===== config.mk =====
export PLATFORM = sky130hd
export DESIGN_NAME = tff_counter
export DESIGN_NICKNAME = d
export VERILOG_FILES = /design/src/rtl/counter_pkg.sv /design/src/rtl/t_ff_cell.sv /design/src/rtl/tff_counter.sv
export SDC_FILE = /design/constraint.sdc
export NUM_CORES = 1
export LEC_CHECK = 0
export ABC_AREA = 0
export ABC_CLOCK_PERIOD_IN_PS = 2000
export BUFFER_PORTS_ARGS = -buffer_cell sky130_fd_sc_hd__buf_2
export CAP_MARGIN = 20
export CORE_AREA = 10 10 47 49
export DETAILED_ROUTE_END_ITERATION = 7
export DIE_AREA = 0 0 57 59
export HOLD_SLACK_MARGIN = 0.1
export MAX_ROUTING_LAYER = met4
export PLACE_DENSITY_LB_ADDON = 0.3
export SLEW_MARGIN = 5
export SYNTH_ARGS = -nofsm -noshare
export SYNTH_HDL_FRONTEND = slang
export SYNTH_SLANG_ARGS = --single-unit

===== constraint.sdc =====
create_clock -name clk -period 2 [get_ports clk]
set_input_delay 0.1 -clock clk [delete_from_list [all_inputs] [get_ports clk]]
set_output_delay 0.1 -clock clk [all_outputs]
set_load 0.1 [all_outputs]

===== src/rtl/counter_pkg.sv =====
// counter_pkg: shared direction constants, modulo next-state helper and parameter check for counters
`define COUNTER_PARAMS_OK(W, M) ((W) >= 2 && (W) <= 16 && (M) >= 2 && (M) <= (1 << (W)))
package counter_pkg;
  localparam logic DIR_UP = 1'b1;
  localparam logic DIR_DOWN = 1'b0;
  typedef struct packed {
    logic        wrap;
    logic [15:0] value;
  } mod_next_t;
  function automatic mod_next_t mod_next(input logic [15:0] count, input logic up, input int unsigned mod);
    logic [15:0] top;
    mod_next_t r;
    top = 16'(mod - 1);
    r.wrap = (up == DIR_UP) ? (count == top) : (count == 16'd0);
    r.value = r.wrap ? ((up == DIR_UP) ? 16'd0 : top) : ((up == DIR_UP) ? count + 16'd1 : count - 16'd1);
    return r;
  endfunction
endpackage


===== src/rtl/t_ff_cell.sv =====
// t_ff_cell: single-bit toggle flip-flop with synchronous active-high reset
module t_ff_cell (
  input  logic clk,
  input  logic rst,
  input  logic t,
  output logic q,
  output logic qbar
);
  logic q_q;
  // flip the stored bit whenever t is high
  always_ff @(posedge clk) begin
    if (rst) q_q <= 1'b0;
    else if (t) q_q <= ~q_q;
  end
  assign q = q_q;
  assign qbar = ~q_q;
endmodule


===== src/rtl/tff_counter.sv =====
// tff_counter: modulo-MOD up/down counter built from a row of toggle cells
module tff_counter
  import counter_pkg::*;
#(
  parameter int WIDTH = 4,
  parameter int MOD   = 16
) (
  input  logic             clk,
  input  logic             rst,
  input  logic             en,
  input  logic             load,
  input  logic             up,
  input  logic [WIDTH-1:0] din,
  output logic [WIDTH-1:0] count,
  output logic [WIDTH-1:0] count_n,
  output logic             tc,
  output logic             wrap,
  output logic             load_err
);
  if (!(`COUNTER_PARAMS_OK(WIDTH, MOD))) begin : g_bad_params
    $error("tff_counter: illegal WIDTH/MOD combination");
  end
  localparam logic [WIDTH-1:0] MAX = WIDTH'(MOD - 1);
  mod_next_t nxt;
  logic [WIDTH-1:0] count_d, toggle;
  logic over, wrap_d, wrap_q, load_err_d, load_err_q;
  assign over = 32'(din) >= 32'(MOD);
  assign nxt = mod_next(16'(count), up, MOD);
  // next count with rst > load > en > hold priority; cells toggle where it differs from the current count
  always_comb begin
    count_d = rst ? '0 : load ? (over ? MAX : din) : en ? WIDTH'(nxt.value) : count;
    toggle = count ^ count_d;
    wrap_d = !rst && !load && en && nxt.wrap;
    load_err_d = !rst && load && over;
  end
  for (genvar i = 0; i < WIDTH; i++) begin : g_cell
    t_ff_cell u_cell (
      .clk (clk),
      .rst (rst),
      .t   (toggle[i]),
      .q   (count[i]),
      .qbar(count_n[i])
    );
  end
  // one-cycle status pulses for the step just taken
  always_ff @(posedge clk) begin
    if (rst) begin
      wrap_q <= 1'b0;
      load_err_q <= 1'b0;
    end else begin
      wrap_q <= wrap_d;
      load_err_q <= load_err_d;
    end
  end
  assign wrap = wrap_q;
  assign load_err = load_err_q;
  assign tc = (up == DIR_UP && count == MAX) || (up == DIR_DOWN && count == '0);
endmodule


After elaboration in Yosys (flattened, before gate mapping)

Cells that the tools add are included.

Multiplexer cells: 7
Bitwise logic cells: 6
Reduce and logical (&&, ||, !) cells: 9
Shift operators: 0
$add $sub $neg: 2
Equality and inequality tests: 1
Multiply operators: 0
$lt $le $gt $ge: 0
Div/mod/pow operators: 0

Operator list:

| kind                                             | number |
|---|---|
| two-way mux 4 bit                                | 6 |
| logical AND 1 bit                                | 5 |
| inverter 1 bit                                   | 5 |
| adder 4 x 1 -> 4 bit, second input constant      | 1 |
| equality test 4 bit, second input constant       | 1 |
| logical NOT 4 bit                                | 1 |
| subtractor 4 x 1 -> 4 bit, second input constant | 1 |
| bitwise XOR 4 bit                                | 1 |
| logical NOT 1 bit                                | 2 |
| logical OR 1 bit                                 | 1 |
| two-way mux 1 bit                                | 1 |

Bits in registers: 5
Bits in latches: 0
Bits in read-only memories: 0
Memories kept: 0
Output and inout bits: 11
Memory bits (writable): 0
Word-level logic and storage cells: 30
Input bits: 9

Logic depth before layout (Yosys ltp)

Word-level depth: 7
Depth in mapped cells: 6

By module

Synthesis repeated with hierarchy kept, for this count alone.

Cell total of the unflattened synthesis: 62
Area total of the unflattened synthesis: 485.5 um^2

By module, submodules not included:

| module      | area each (um^2) | cells an instance | sequential area each (um^2) | times used |
|---|---|---|---|---|
| tff_counter | 340.3            | 46                | 20.0                        | 1 |
| t_ff_cell   | 36.3             | 4                 | 20.0                        | 4 |

Worst setup path before layout

Ideal clock, no wire load.

Path kind: register -> register
Start: register g_cell[0].u_cell.q_q
End: register g_cell[3].u_cell.q_q
Setup slack: -0.083 ns
Required time: 1.897 ns
Period minus slack after synthesis: 2.083 ns
Buffers on the path: 0
Data arrival time: 1.980 ns
Stages on the path, launching flop included: 5
Cells stage by stage: dfxtp_1 or4_4 mux2i_4 a211oi_1 a2111oi_2

Word-level cells in the longest chain between the ends: 7

RTL lines:

| element                                                       | line                                 | text |
|---|---|---|
| start: declaration                                            | t_ff_cell.sv:9                       | `logic q_q;` |
| start signal: assignment                                      | t_ff_cell.sv:13                      | `else if (t) q_q <= ~q_q;` |
| subtractor 4 x 1 -> 4 bit (tied with other cells)             | counter_pkg.sv:15                    | `r.value = r.wrap ? ((up == DIR_UP) ? 16'd0 : top) : ((up == DIR_UP) ? count + 16'd1 : count - 16'd1);` |
| two-way mux 4 bit / two-way mux 1 bit (equally long branches) | counter_pkg.sv:15, counter_pkg.sv:14 |  |
| two-way mux 4 bit *                                           | counter_pkg.sv:15                    |  |
| two-way mux 4 bit * (3 in series)                             | tff_counter.sv:31                    | `count_d = rst ? '0 : load ? (over ? MAX : din) : en ? WIDTH'(nxt.value) : count;` |
| bitwise XOR 4 bit *                                           | tff_counter.sv:32                    | `toggle = count ^ count_d;` |
| end signal: assignment                                        | t_ff_cell.sv:13                      |  |
| end: declaration                                              | t_ff_cell.sv:9                       |  |

Every way passes the cells marked *; elsewhere a longest branch is shown, timed or not.
A chain may end at the register's enable or synchronous reset.

Worst setup path in the final report

Start: register g_cell[3].u_cell.q_q
End: output tc

Word-level cells in the longest chain between the ends: 3

RTL lines:

| element                                                         | line              | text |
|---|---|---|
| equality test 4 bit / logical NOT 4 bit (equally long branches) | tff_counter.sv:57 | `assign tc = (up == DIR_UP && count == MAX) \|\| (up == DIR_DOWN && count == '0);` |
| logical AND 1 bit                                               | tff_counter.sv:57 |  |
| logical OR 1 bit *                                              | tff_counter.sv:57 |  |
| end: declaration                                                | tff_counter.sv:16 | `output logic tc,` |

Marks and branches as above.

==> impl_metrics.py <==
metrics = {
    "setup_path": {
        "r2r_slack_ps": 470,
        "worstPathMaxFanout": 6,
        "cp.required_ps": 1900,
        "path_class": "reg2out",
        "crit_path_top_delay_cell": "or4_4",
        "crit_path_max_incr_delay_ps": 520,
        "start_kind": "register",
        "regToRegStartpoint": "g_cell[3].u_cell.q$_SDFFE_PP0P_",
        "cp.arrival_ps": 1820,
        "crit_start": "g_cell[3].u_cell.q$_SDFFE_PP0P_",
        "crit_chain": "or4_4 > mux2i_4 > buf_2",
        "end_kind": "output port",
        "path_delay_family": "simple AND/OR/NAND/NOR gates",
        "crit_buf_inv": 1,
    },
    "power": {
        "switching_share": 0.496,
        "leakage_nw": 0.280,
        "clkPwrFrac": 0.246,
        "seq_power_share": 0.244,
        "switchingPower_mw": 0.242,
        "power_density_nw_per_um2": 844,
        "ir_worst_vdd_uv": 343,
        "p_int_mw": 0.245,
        "pwr-share-comb": 0.510,
    },
    "detailed_routing": {
        "drt_wl_total_mm": 1.10,
        "wl_per_cell_um": 12.7,
        "firstDrtPassIters": 4,
        "antenna_left": 0,
        "dr_total_vias": 402,
        "viasPerCell": 4.62,
        "drt_iter0_drc": 3,
        "drc_errors": 0,
    },
    "yosys": {
        "synthMuxAreaShare": 0.0497,
        "synth_simple_gate_area_frac": 0.105,
        "synth_top_family_by_area": "buffers and inverters",
        "syn_area_per_cell_um2": 8.39,
        "ys_types": 23,
        "syn_nets": 66,
        "synthAdderAreaFrac": 0.0994,
        "yosys_register_bits": 5,
        "ys_warn_count": 0,
        "synth_compound_area_frac": 0.218,
        "yosys.area.top_type_share": 0.221,
        "yosys.area.top_type": "dfxtp_1",
        "synth_xor_area_frac": 0.0580,
        "synthesis.instances": 54,
        "ys_seq_area_frac": 0.221,
        "netlist_area_um2": 453,
        "synth.area.top_cells": "dfxtp_1 (22%), buf_4 (15%), inv_1 (8.3%)",
    },
    "placement": {
        "place_area_um2": 510,
        "dpl.hpwl_um": 911,
        "globalplace.congestion": 0.774,
        "port_buffers": 18,
        "dp_cells": 79,
    },
    "sta": {
        "setup_viol": 0,
        "tns_ps": 0,
        "min_period_over_period": 0.962,
        "fin_crit_ps": 1920,
        "max_freq_ghz": 0.520,
        "finClkSkew_ps": 3.75,
        "finalMaxSlewViolations": 0,
        "rsz0062_at_grt": "no",
        "hold_viol": 0,
        "fin_hold_ws_ps": 107,
    },
    "floorplanning": {
        "die_area_um2": 3360,
        "ioPinCount": 20,
        "rows": 14,
        "die_x_um": 57,
        "design.core.area_um2": 1400,
        "die_h_um": 59,
        "initial_utilization": 0.323,
    },
    "final_layout": {
        "stdcell_area_um2": 577,
        "antenna_cells": 0,
        "final_util": 0.412,
        "drive_gt1_frac": 0.423,
        "nNetsFinal": 84,
        "final_cells": 87,
        "area_growth_syn_to_layout_pct": 27.3,
    },
    "outcome": {
        "outcome": "finished clean",
    },
    "worst_hold_path": {
        "hold_class": "in2reg",
        "worstHoldStart": "din[2]",
    },
    "global_routing": {
        "first_global_vias": 406,
        "grt_pass1_wl_mm": 1.73,
        "grt_overflow_total": 0,
        "antenna_found_initial": 0,
        "grt_use_total": 0.0663,
        "grt_max_degree": 10,
    },
    "cts": {
        "root_buffer": "clkbuf_4",
        "cts.sinks": 5,
        "cts_resized": 0,
        "cts_buffer_depth": 2,
        "clock_latency_ps": 250,
        "cts_htree_levels": 1,
        "cts_made_buffers": 3,
        "cts_tree": "done",
        "path_clk_slew_ps": 50,
    },
    "job": {
        "drv_cap": 0,
    },
}
area by class of cell:
| cell class | count | area [µm²] |
|---|---|---|
| inverters | 10 | 37.5 |
| well taps | 16 | 20.0 |
| repair buffers | 23 | 138 |
| fillers | 147 | 825 |
| multi-input cells | 29 | 253 |
| flip-flops and latches | 5 | 103 |
| clock buffers | 4 | 26.3 |
per-stage QoR:
stage | power [mW] | setup slack (ps)
floorplan | 0.342 | -25.5
finish | 0.487 | 76.7
detailed placement | 0.365 | 333
global placement | 0.364 | 350
CTS | 0.495 | 59.8
global route | 0.517 | 12.3
Yosys cell counts, drive strengths merged:
cell type and number:
nand4 1, a221oi 2, xnor2 2, a2111oi 1
a21oi 4, conb 1, or4 1, o21ai 2
nand3 2, o21a 1, dfxtp 5, buf 9
a21o 2, ha 2, clkbuf 1, inv 10
a211oi 1, nor2 3, nor4b 1, xor2 1
fa 1, mux2i 1
sequential cells by signal (all words and copies together) (netlist names):
signal and flops:
g_cell.u_cell.q 4, wrap 1
power groups by stage:
stage | Sequential, mW | Clock [mW] | Combinational, mW
4_1_cts | 0.119 | 0.125 | 0.251
3_3_place_gp | 0.120 | 0 | 0.244
3_5_place_dp | 0.121 | 0 | 0.244
2_1_floorplan | 0.123 | 0 | 0.219
5_1_grt | 0.121 | 0.136 | 0.260
6_report | 0.119 | 0.120 | 0.248
per-layer routing:
metal	vias to the layer above	share of wire	global-route usage
li1	207	-	-
met1	184	0.39	0.0595
met2	11	0.57	0.115
met3	0	0.038	0.0343
met4	0	0	0.0302
met5	-	0	-
final timing paths:
| kind | end | depth (start not counted) |
|---|---|---|
| worst min-delay path | g_cell[2].u_cell.q$_SDFFE_PP0P_ | 3 |
| worst max register to register | g_cell[3].u_cell.q$_SDFFE_PP0P_ | 4 |
| worst max-delay path | tc | 3 |
| worst min register to register | g_cell[1].u_cell.q$_SDFFE_PP0P_ | 2 |
layout by cell type (no fill, tap or decap), drive strengths merged:
cell	count
o21ai	2
o21a	1
nand4	1
a2111oi	1
nand3	2
conb	1
xor2	1
a221oi	2
inv	10
mux2i	1
xnor2	2
buf	19
dlygate4sd3	4
a211oi	1
a21o	2
ha	2
dfxtp	5
nor4b	1
or4	1
a21oi	4
nor2	3
clkbuf	4
fa	1
logic make-up after synthesis:
kind of cell	count (synthesis)
muxes	1
and+or+nand+nor	8
DFF	5
AOI/OAI and AO/OA	13
other	1
xor gates and xnor gates	3
buffers and inverters	20
adders and majority gates	3
timing repair:
action / in CTS / in global routing
setup buffers: 0 / 0
hold buffers: 4 / 0
endpoints found under the hold margin: 3 / 0
worst min-delay path, cell delays in order:
cell and delay, ps:
buf_2 100, inv_1 50, a221oi_2 50
No activity file was read; power rests on OpenSTA's default activity.
